`config.mk`:
```
export PLATFORM = sky130hd
export DESIGN_NAME = input_rd_arbiter_flat
export DESIGN_NICKNAME = d
export VERILOG_FILES = /design/src/rtl/input_rd_arbiter_if.sv /design/src/rtl/input_rd_arbiter.sv /design/src/flat_wrapper.sv
export SDC_FILE = /design/constraint.sdc
export NUM_CORES = 1
export LEC_CHECK = 0
export CORE_AREA = 2 2 497 499
export CTS_BUF_LIST = sky130_fd_sc_hd__clkbuf_16
export DETAILED_ROUTE_END_ITERATION = 12
export DIE_AREA = 0 0 499 501
export PLACE_DENSITY = 0.33
export SLEW_MARGIN = 0
export SYNTH_ARGS = -nofsm -noshare
export SYNTH_HDL_FRONTEND = slang
export SYNTH_SLANG_ARGS = --single-unit
```
`constraint.sdc`:
```
create_clock -name aclk -period 3.5 [get_ports aclk]
set_clock_uncertainty 0.05 [all_clocks]
set_input_delay 0.875 -clock aclk [delete_from_list [all_inputs] [get_ports aclk]]
set_output_delay 0.875 -clock aclk [all_outputs]
set_load 0.02 [all_outputs]
```
`src/rtl/input_rd_arbiter_if.sv`:
```
// Bundle of the per-requester AR/R channels, the shared m_axi read port and status.
interface input_rd_arbiter_if #(
    parameter int unsigned C_NUM_REQ          = 2,
    parameter int unsigned C_M_AXI_ADDR_WIDTH = 64,
    parameter int unsigned C_M_AXI_DATA_WIDTH = 512,
    parameter int unsigned C_MAX_OUTSTANDING  = 8
);
    localparam int unsigned OCC_W = $clog2(C_MAX_OUTSTANDING) + 1;

    logic [C_NUM_REQ-1:0]                    s_arvalid;
    logic [C_NUM_REQ-1:0]                    s_arready;
    logic [C_NUM_REQ*C_M_AXI_ADDR_WIDTH-1:0] s_araddr;
    logic [C_NUM_REQ*8-1:0]                  s_arlen;
    logic [C_NUM_REQ-1:0]                    s_rvalid;
    logic [C_NUM_REQ-1:0]                    s_rready;
    logic [C_M_AXI_DATA_WIDTH-1:0]           s_rdata;
    logic                                    s_rlast;

    logic                                    m_axi_arvalid;
    logic                                    m_axi_arready;
    logic [C_M_AXI_ADDR_WIDTH-1:0]           m_axi_araddr;
    logic [7:0]                              m_axi_arlen;
    logic                                    m_axi_rvalid;
    logic                                    m_axi_rready;
    logic [C_M_AXI_DATA_WIDTH-1:0]           m_axi_rdata;
    logic                                    m_axi_rlast;

    logic [OCC_W-1:0]                        outstanding;
    logic                                    idle;

    // Arbiter side
    modport slave (
        input  s_arvalid, s_araddr, s_arlen, s_rready,
        input  m_axi_arready, m_axi_rvalid, m_axi_rdata, m_axi_rlast,
        output s_arready, s_rvalid, s_rdata, s_rlast,
        output m_axi_arvalid, m_axi_araddr, m_axi_arlen, m_axi_rready,
        output outstanding, idle
    );

    // Requester / memory side
    modport master (
        output s_arvalid, s_araddr, s_arlen, s_rready,
        output m_axi_arready, m_axi_rvalid, m_axi_rdata, m_axi_rlast,
        input  s_arready, s_rvalid, s_rdata, s_rlast,
        input  m_axi_arvalid, m_axi_araddr, m_axi_arlen, m_axi_rready,
        input  outstanding, idle
    );
endinterface

```
`src/rtl/input_rd_arbiter.sv`:
```
// Round-robin sharing of one AXI4 read port among C_NUM_REQ read masters.
// AR requests are registered onto the shared port; an in-order route FIFO of
// requester indices steers R beats back to the owner of the oldest burst.
module input_rd_arbiter #(
    parameter int unsigned C_NUM_REQ          = 2,
    parameter int unsigned C_M_AXI_ADDR_WIDTH = 64,
    parameter int unsigned C_M_AXI_DATA_WIDTH = 512,
    parameter int unsigned C_MAX_OUTSTANDING  = 8
) (
    input  logic              aclk,
    input  logic              areset,
    input_rd_arbiter_if.slave bus
);
    localparam int unsigned IDX_W = $clog2(C_NUM_REQ);
    localparam int unsigned PTR_W = $clog2(C_MAX_OUTSTANDING);
    localparam int unsigned OCC_W = PTR_W + 1;
    localparam int unsigned AW    = C_M_AXI_ADDR_WIDTH;

    typedef enum logic {AR_IDLE, AR_BUSY} ar_state_t;

    ar_state_t         state;
    logic [IDX_W-1:0]  rr_ptr;
    logic [IDX_W-1:0]  grant_q;
    logic [IDX_W-1:0]  grant_idx;
    logic              grant_found;
    logic [IDX_W:0]    cand;
    logic [AW-1:0]     sel_addr;
    logic [7:0]        sel_len;
    logic              ar_push;
    logic              r_pop;

    logic [IDX_W-1:0]  route_q [C_MAX_OUTSTANDING];
    logic [PTR_W-1:0]  wr_ptr;
    logic [PTR_W-1:0]  rd_ptr;
    logic [OCC_W-1:0]  count;
    logic [IDX_W-1:0]  head;
    logic              fifo_full;
    logic              fifo_empty;

    assign fifo_full  = (count == OCC_W'(C_MAX_OUTSTANDING));
    assign fifo_empty = (count == '0);
    assign head       = route_q[rd_ptr];

    // First requesting index at or after rr_ptr, wrapping modulo C_NUM_REQ
    always_comb begin
        grant_found = 1'b0;
        grant_idx   = '0;
        cand        = '0;
        for (int unsigned k = 0; k < C_NUM_REQ; k++) begin
            cand = {1'b0, rr_ptr} + (IDX_W+1)'(k);
            if (cand >= (IDX_W+1)'(C_NUM_REQ)) begin
                cand = cand - (IDX_W+1)'(C_NUM_REQ);
            end
            if (!grant_found && bus.s_arvalid[IDX_W'(cand)]) begin
                grant_found = 1'b1;
                grant_idx   = IDX_W'(cand);
            end
        end
    end

    // Address/length of the winning requester
    always_comb begin
        sel_addr = '0;
        sel_len  = '0;
        for (int unsigned i = 0; i < C_NUM_REQ; i++) begin
            if (grant_idx == IDX_W'(i)) begin
                sel_addr = bus.s_araddr[i*AW +: AW];
                sel_len  = bus.s_arlen[i*8 +: 8];
            end
        end
    end

    // Grant only from AR_IDLE with FIFO room; m_axi_arready never reaches here
    assign ar_push = (state == AR_IDLE) && grant_found && !fifo_full && !areset;

    // One-hot AR ready to the granted requester
    always_comb begin
        bus.s_arready = '0;
        if (ar_push) begin
            bus.s_arready[grant_idx] = 1'b1;
        end
    end

    // Zero-latency R steering to the owner of the oldest burst
    always_comb begin
        bus.s_rvalid     = '0;
        bus.m_axi_rready = 1'b0;
        if (!fifo_empty) begin
            bus.s_rvalid[head] = bus.m_axi_rvalid;
            bus.m_axi_rready   = bus.s_rready[head];
        end
    end

    assign bus.s_rdata       = bus.m_axi_rdata;
    assign bus.s_rlast       = bus.m_axi_rlast;
    assign r_pop             = bus.m_axi_rvalid && bus.m_axi_rready && bus.m_axi_rlast;
    assign bus.m_axi_arvalid = (state == AR_BUSY);
    assign bus.outstanding   = count;
    assign bus.idle          = fifo_empty && (state == AR_IDLE);

    // AR FSM: capture the grant, hold it on the shared port until accepted
    always_ff @(posedge aclk or posedge areset) begin
        if (areset) begin
            state            <= AR_IDLE;
            rr_ptr           <= '0;
            grant_q          <= '0;
            bus.m_axi_araddr <= '0;
            bus.m_axi_arlen  <= '0;
        end else begin
            case (state)
                AR_IDLE: begin
                    if (ar_push) begin
                        grant_q          <= grant_idx;
                        bus.m_axi_araddr <= sel_addr;
                        bus.m_axi_arlen  <= sel_len;
                        state            <= AR_BUSY;
                    end
                end
                AR_BUSY: begin
                    if (bus.m_axi_arready) begin
                        state  <= AR_IDLE;
                        rr_ptr <= (grant_q == IDX_W'(C_NUM_REQ - 1)) ? '0 : grant_q + IDX_W'(1);
                    end
                end
                default: state <= AR_IDLE;
            endcase
        end
    end

    // Route FIFO storage (contents are don't-care while empty)
    always_ff @(posedge aclk) begin
        if (ar_push) begin
            route_q[wr_ptr] <= grant_idx;
        end
    end

    // Route FIFO pointers and occupancy
    always_ff @(posedge aclk or posedge areset) begin
        if (areset) begin
            wr_ptr <= '0;
            rd_ptr <= '0;
            count  <= '0;
        end else begin
            if (ar_push) begin
                wr_ptr <= wr_ptr + PTR_W'(1);
            end
            if (r_pop) begin
                rd_ptr <= rd_ptr + PTR_W'(1);
            end
            case ({ar_push, r_pop})
                2'b10:   count <= count + OCC_W'(1);
                2'b01:   count <= count - OCC_W'(1);
                default: count <= count;
            endcase
        end
    end
endmodule

```
`src/flat_wrapper.sv`:
```
// flat-port wrapper written by rule: the top's interface ports become plain ports
module input_rd_arbiter_flat 
#(
    parameter int unsigned C_NUM_REQ          = 2,
    parameter int unsigned C_M_AXI_ADDR_WIDTH = 64,
    parameter int unsigned C_M_AXI_DATA_WIDTH = 512,
    parameter int unsigned C_MAX_OUTSTANDING  = 8
)
  (aclk, areset, bus_s_arvalid, bus_s_araddr, bus_s_arlen, bus_s_rready, bus_m_axi_arready, bus_m_axi_rvalid, bus_m_axi_rdata, bus_m_axi_rlast, bus_s_arready, bus_s_rvalid, bus_s_rdata, bus_s_rlast, bus_m_axi_arvalid, bus_m_axi_araddr, bus_m_axi_arlen, bus_m_axi_rready, bus_outstanding, bus_idle);
  input_rd_arbiter_if #(.C_NUM_REQ(C_NUM_REQ), .C_M_AXI_ADDR_WIDTH(C_M_AXI_ADDR_WIDTH), .C_M_AXI_DATA_WIDTH(C_M_AXI_DATA_WIDTH), .C_MAX_OUTSTANDING(C_MAX_OUTSTANDING)) bus_i ();
  input  logic aclk;
  input  logic areset;
  input wire logic [$bits(bus_i.s_arvalid)-1:0] bus_s_arvalid;
  input wire logic [$bits(bus_i.s_araddr)-1:0] bus_s_araddr;
  input wire logic [$bits(bus_i.s_arlen)-1:0] bus_s_arlen;
  input wire logic [$bits(bus_i.s_rready)-1:0] bus_s_rready;
  input wire logic [$bits(bus_i.m_axi_arready)-1:0] bus_m_axi_arready;
  input wire logic [$bits(bus_i.m_axi_rvalid)-1:0] bus_m_axi_rvalid;
  input wire logic [$bits(bus_i.m_axi_rdata)-1:0] bus_m_axi_rdata;
  input wire logic [$bits(bus_i.m_axi_rlast)-1:0] bus_m_axi_rlast;
  output wire logic [$bits(bus_i.s_arready)-1:0] bus_s_arready;
  output wire logic [$bits(bus_i.s_rvalid)-1:0] bus_s_rvalid;
  output wire logic [$bits(bus_i.s_rdata)-1:0] bus_s_rdata;
  output wire logic [$bits(bus_i.s_rlast)-1:0] bus_s_rlast;
  output wire logic [$bits(bus_i.m_axi_arvalid)-1:0] bus_m_axi_arvalid;
  output wire logic [$bits(bus_i.m_axi_araddr)-1:0] bus_m_axi_araddr;
  output wire logic [$bits(bus_i.m_axi_arlen)-1:0] bus_m_axi_arlen;
  output wire logic [$bits(bus_i.m_axi_rready)-1:0] bus_m_axi_rready;
  output wire logic [$bits(bus_i.outstanding)-1:0] bus_outstanding;
  output wire logic [$bits(bus_i.idle)-1:0] bus_idle;
  assign bus_i.s_arvalid = bus_s_arvalid;
  assign bus_i.s_araddr = bus_s_araddr;
  assign bus_i.s_arlen = bus_s_arlen;
  assign bus_i.s_rready = bus_s_rready;
  assign bus_i.m_axi_arready = bus_m_axi_arready;
  assign bus_i.m_axi_rvalid = bus_m_axi_rvalid;
  assign bus_i.m_axi_rdata = bus_m_axi_rdata;
  assign bus_i.m_axi_rlast = bus_m_axi_rlast;
  assign bus_s_arready = bus_i.s_arready;
  assign bus_s_rvalid = bus_i.s_rvalid;
  assign bus_s_rdata = bus_i.s_rdata;
  assign bus_s_rlast = bus_i.s_rlast;
  assign bus_m_axi_arvalid = bus_i.m_axi_arvalid;
  assign bus_m_axi_araddr = bus_i.m_axi_araddr;
  assign bus_m_axi_arlen = bus_i.m_axi_arlen;
  assign bus_m_axi_rready = bus_i.m_axi_rready;
  assign bus_outstanding = bus_i.outstanding;
  assign bus_idle = bus_i.idle;
  input_rd_arbiter #(.C_NUM_REQ(C_NUM_REQ), .C_M_AXI_ADDR_WIDTH(C_M_AXI_ADDR_WIDTH), .C_M_AXI_DATA_WIDTH(C_M_AXI_DATA_WIDTH), .C_MAX_OUTSTANDING(C_MAX_OUTSTANDING)) u_core (.aclk(aclk), .areset(areset), .bus(bus_i));
endmodule
```
==> results.md <==
* Status: complete, no violations
* Max Cap Violations at 0
* Vias/cell at 1.35
* Leakage at 3.29 nW
* WL final at 129 mm
* Gp weighted congestion at 0.818
* Drc violations at 0
* Drt first pass iters at 4
* Syn Inst Count at 923
* HP Class: reg2reg
* GRT overflow at 0
* Final HPWL DP at 122 mm
* Post-route ant nets at 0
* Minimum clock period at 3.39 ns
* Post-synth ARST share at 0.914
* Distinct cell type count after synthesis at 35
* Final nets at 1,322
* Peak Freq at 295 MHz
* Die Area at 250,000 µm²
* Synth top area cells: buf_4, dfrtp_1, mux2i_1
* Ys Warns at 0
* Die width at 499 µm
* Post-layout util at 0.0461
* Iter 0 DRT Violations at 225
* CP Max Fanout at 5
* Int Pwr at 3.48 mW
* Total CTS buffers at 9
* Most frequent cells in the layout: clkdlybuf4s50_1, dfrtp_1, nand2_1, mux2i_1, o21ai_0
* RSZ-0062 raised after global routing: no
* I/O pin count at 1,261
* Max_slew headroom at 0.448
* Post-synth EDFFs at 8
* Final setup vio count at 0
* Worst-Margin Slew at 0.828 ns
* First-pass GRT wire length at 141 mm
* Most used DFF post-synth: dfrtp_1
* Post-CTS setup buffer count at 0
* Pin count of the biggest net entering global routing at 85
* Syn_area_per_cell at 9.01 µm²
* Routed via count at 5,275
* CTS tree: done
* Die extent in y at 501 µm
* Clock network power share at 0.188
* Final hold vios at 0
* Std cell rows at 182
* GRT Total Usage at 0.0994
* Post-synthesis instance area at 8310 µm²
* Logic pwr share at 0.494
* Largest area contributor in the netlist: buf_4
* Drt wl/cell at 33.2 µm
* Pwr dens at 549 nW/µm²
* Share of cells above drive strength 1 at 0.0898
* Crit Path Class: reg2out
* Initial antenna violation count at 45
* Top-area cell type share of the netlist area at 0.464
* Sequential share of power at 0.318
* Clk slew on worst S/H paths at 0.11 ns
* Worst Setup End Kind: output pin
* Hold Buf Count CTS at 0
* Starting Density at 0.0340
* Vias in the first global route at 5,156
* IO buf count at 236
* CTS root buf: clkbuf_16
* Setup TNS at 0 ns
* Worst skew pair latency at 0.45 ns
* Max Slew Vio Count at 0
* Register area share after synthesis at 0.285
* Area Overhead vs Synth at 35.7%
* Commonest non-fill, non-tap cell in the layout: clkdlybuf4s50_1
* NetSw at 2.71 mW
* Syn_nets at 1,593
* # clock sinks at 93
* Synth Register Bits at 93
* H-tree levels at 3
* CP Launch Type: flop
* Required @ worst endpoint at 2.57 ns
* Max VDD drop at 0.292 mV
* Worst Path Arrival at 2.46 ns
* Switch share at 0.437
* Final Cycle Share at 0.968
* CTS max path bufs at 2
* Core area at 245,000 µm²
==> power groups by stage <==
stage / sequential, mW / clock [mW] / combinational, mW
6_report: 1.97 / 1.16 / 3.06
4_1_cts: 1.97 / 1.28 / 3.16
3_5_place_dp: 1.99 / 0 / 3.16
2_1_floorplan: 2.44 / 0 / 1.76
3_3_place_gp: 1.98 / 0 / 3.15
5_1_grt: 2.03 / 1.28 / 3.27
==> metal layers <==
layer	share of wire	wire [µm]	vias to the layer above	global-route usage
li1	-	-	1940	-
met1	0.10	12900	2023	0.0281
met2	0.43	55200	921	0.148
met3	0.42	54200	353	0.196
met4	0.051	6640	38	0.0500
met5	0.0020	255	-	0.000193
==> worst max-delay path: stages, from the launching register on <==
cell and delay [ns]:
dfrtp_2 0.43, mux4_1 0.57, mux2_4 0.33, mux2i_2 0.19, nor2_2 0.19, clkdlybuf4s15_2 0.29
==> layout make-up <==
type / instances / area (µm²)
inverter: 7 / 36.3
multi-input combinational: 283 / 1930
antenna: 19 / 47.5
timing repair buffer: 258 / 2580
sequential: 93 / 2370
clock inverter: 7 / 63.8
tap: 3220 / 4030
clock buffer: 9 / 225
fill: 28900 / 234000
==> synthesized netlist by cell type, types with 2 or more instances <==
cell type  count
dfrtp_1       85
buf_2          6
mux2i_1       74
mux2_4         2
buf_1          7
o21ai_0       60
a21oi_1        2
nand3_1        2
o21ai_1       15
ha_1           5
mux4_1         2
a211oi_1       2
nor4b_2        2
buf_6          6
nand2_1       80
inv_1          6
nor4_1         2
clkbuf_1       7
nor2_1        12
edfxtp_1       8
buf_4        514
nor3_1         3
xor2_1         4
nor3b_1        2
xnor2_1        5
==> worst paths after layout <==
| path | from | to | slack (ns) | cells after the start |
|---|---|---|---|---|
| setup reg to reg | u_core.bus.outstanding[0] | u_core.bus.outstanding[2] | 0.57 | 11 |
| setup / recovery | u_core.rd_ptr[0] | bus_m_axi_rready | 0.11 | 5 |
| min in group asynchronous | areset | u_core.bus.m_axi_araddr[0] | 1.02 | 2 |
| max in group asynchronous | areset | u_core.grant_q | 1.66 | 3 |
| hold reg to reg | u_core.grant_q | u_core.rr_ptr | 0.42 | 1 |
| hold / removal | u_core.grant_q | u_core.rr_ptr | 0.42 | 1 |
==> registers in the layout, indices dropped and copies added (netlist names) <==
signal / flops
u_core.bus.m_axi_arlen: 8
u_core.bus.outstanding: 4
u_core.rr_ptr: 1
u_core.bus.m_axi_araddr: 64
u_core.rd_ptr: 3
u_core.grant_q: 1
u_core.bus.m_axi_arvalid: 1
u_core.wr_ptr: 3
u_core.route_q: 8
==> cells by family (layout without fill, tap and decap cells) <==
group,after synthesis,after routing,synth area share
flip-flops,93,93,0.285
adder cells (fa/ha/maj),5,5,0.00752
AO/OA/AOI/OAI,83,83,0.0551
other,0,19,0
buffers and inverters,547,281,0.485
XOR/XNOR,9,9,0.00948
multiplexers,80,80,0.103
AND/OR/NAND/NOR,106,106,0.0548
==> metrics by stage <==
| step | area [µm²] | setup WS, ns | hold WS (ns) | cells | power [mW] |
|---|---|---|---|---|---|
| floorplan | 8310 | 0.365 | 0.379 | 923 | 4.21 |
| global placement | 10900 | 0.0783 | 0.414 | 3861 | 5.13 |
| detailed placement | 10900 | 0.0696 | 0.415 | 3861 | 5.14 |
| CTS | 11200 | 0.0224 | 0.405 | 3877 | 6.41 |
| global route | 11200 | 0.0256 | 0.447 | 3878 | 6.59 |
| finish | 11300 | 0.111 | 0.415 | 3896 | 6.19 |
==> repair_timing <==
| action | 4_1_cts | 5_1_grt |
|---|---|---|
| resized for setup | 5 | 3 |
| setup endpoints to repair | 2 | 3 |
| gates cloned | 0 | 0 |
Power figures use the tool's default switching activity.
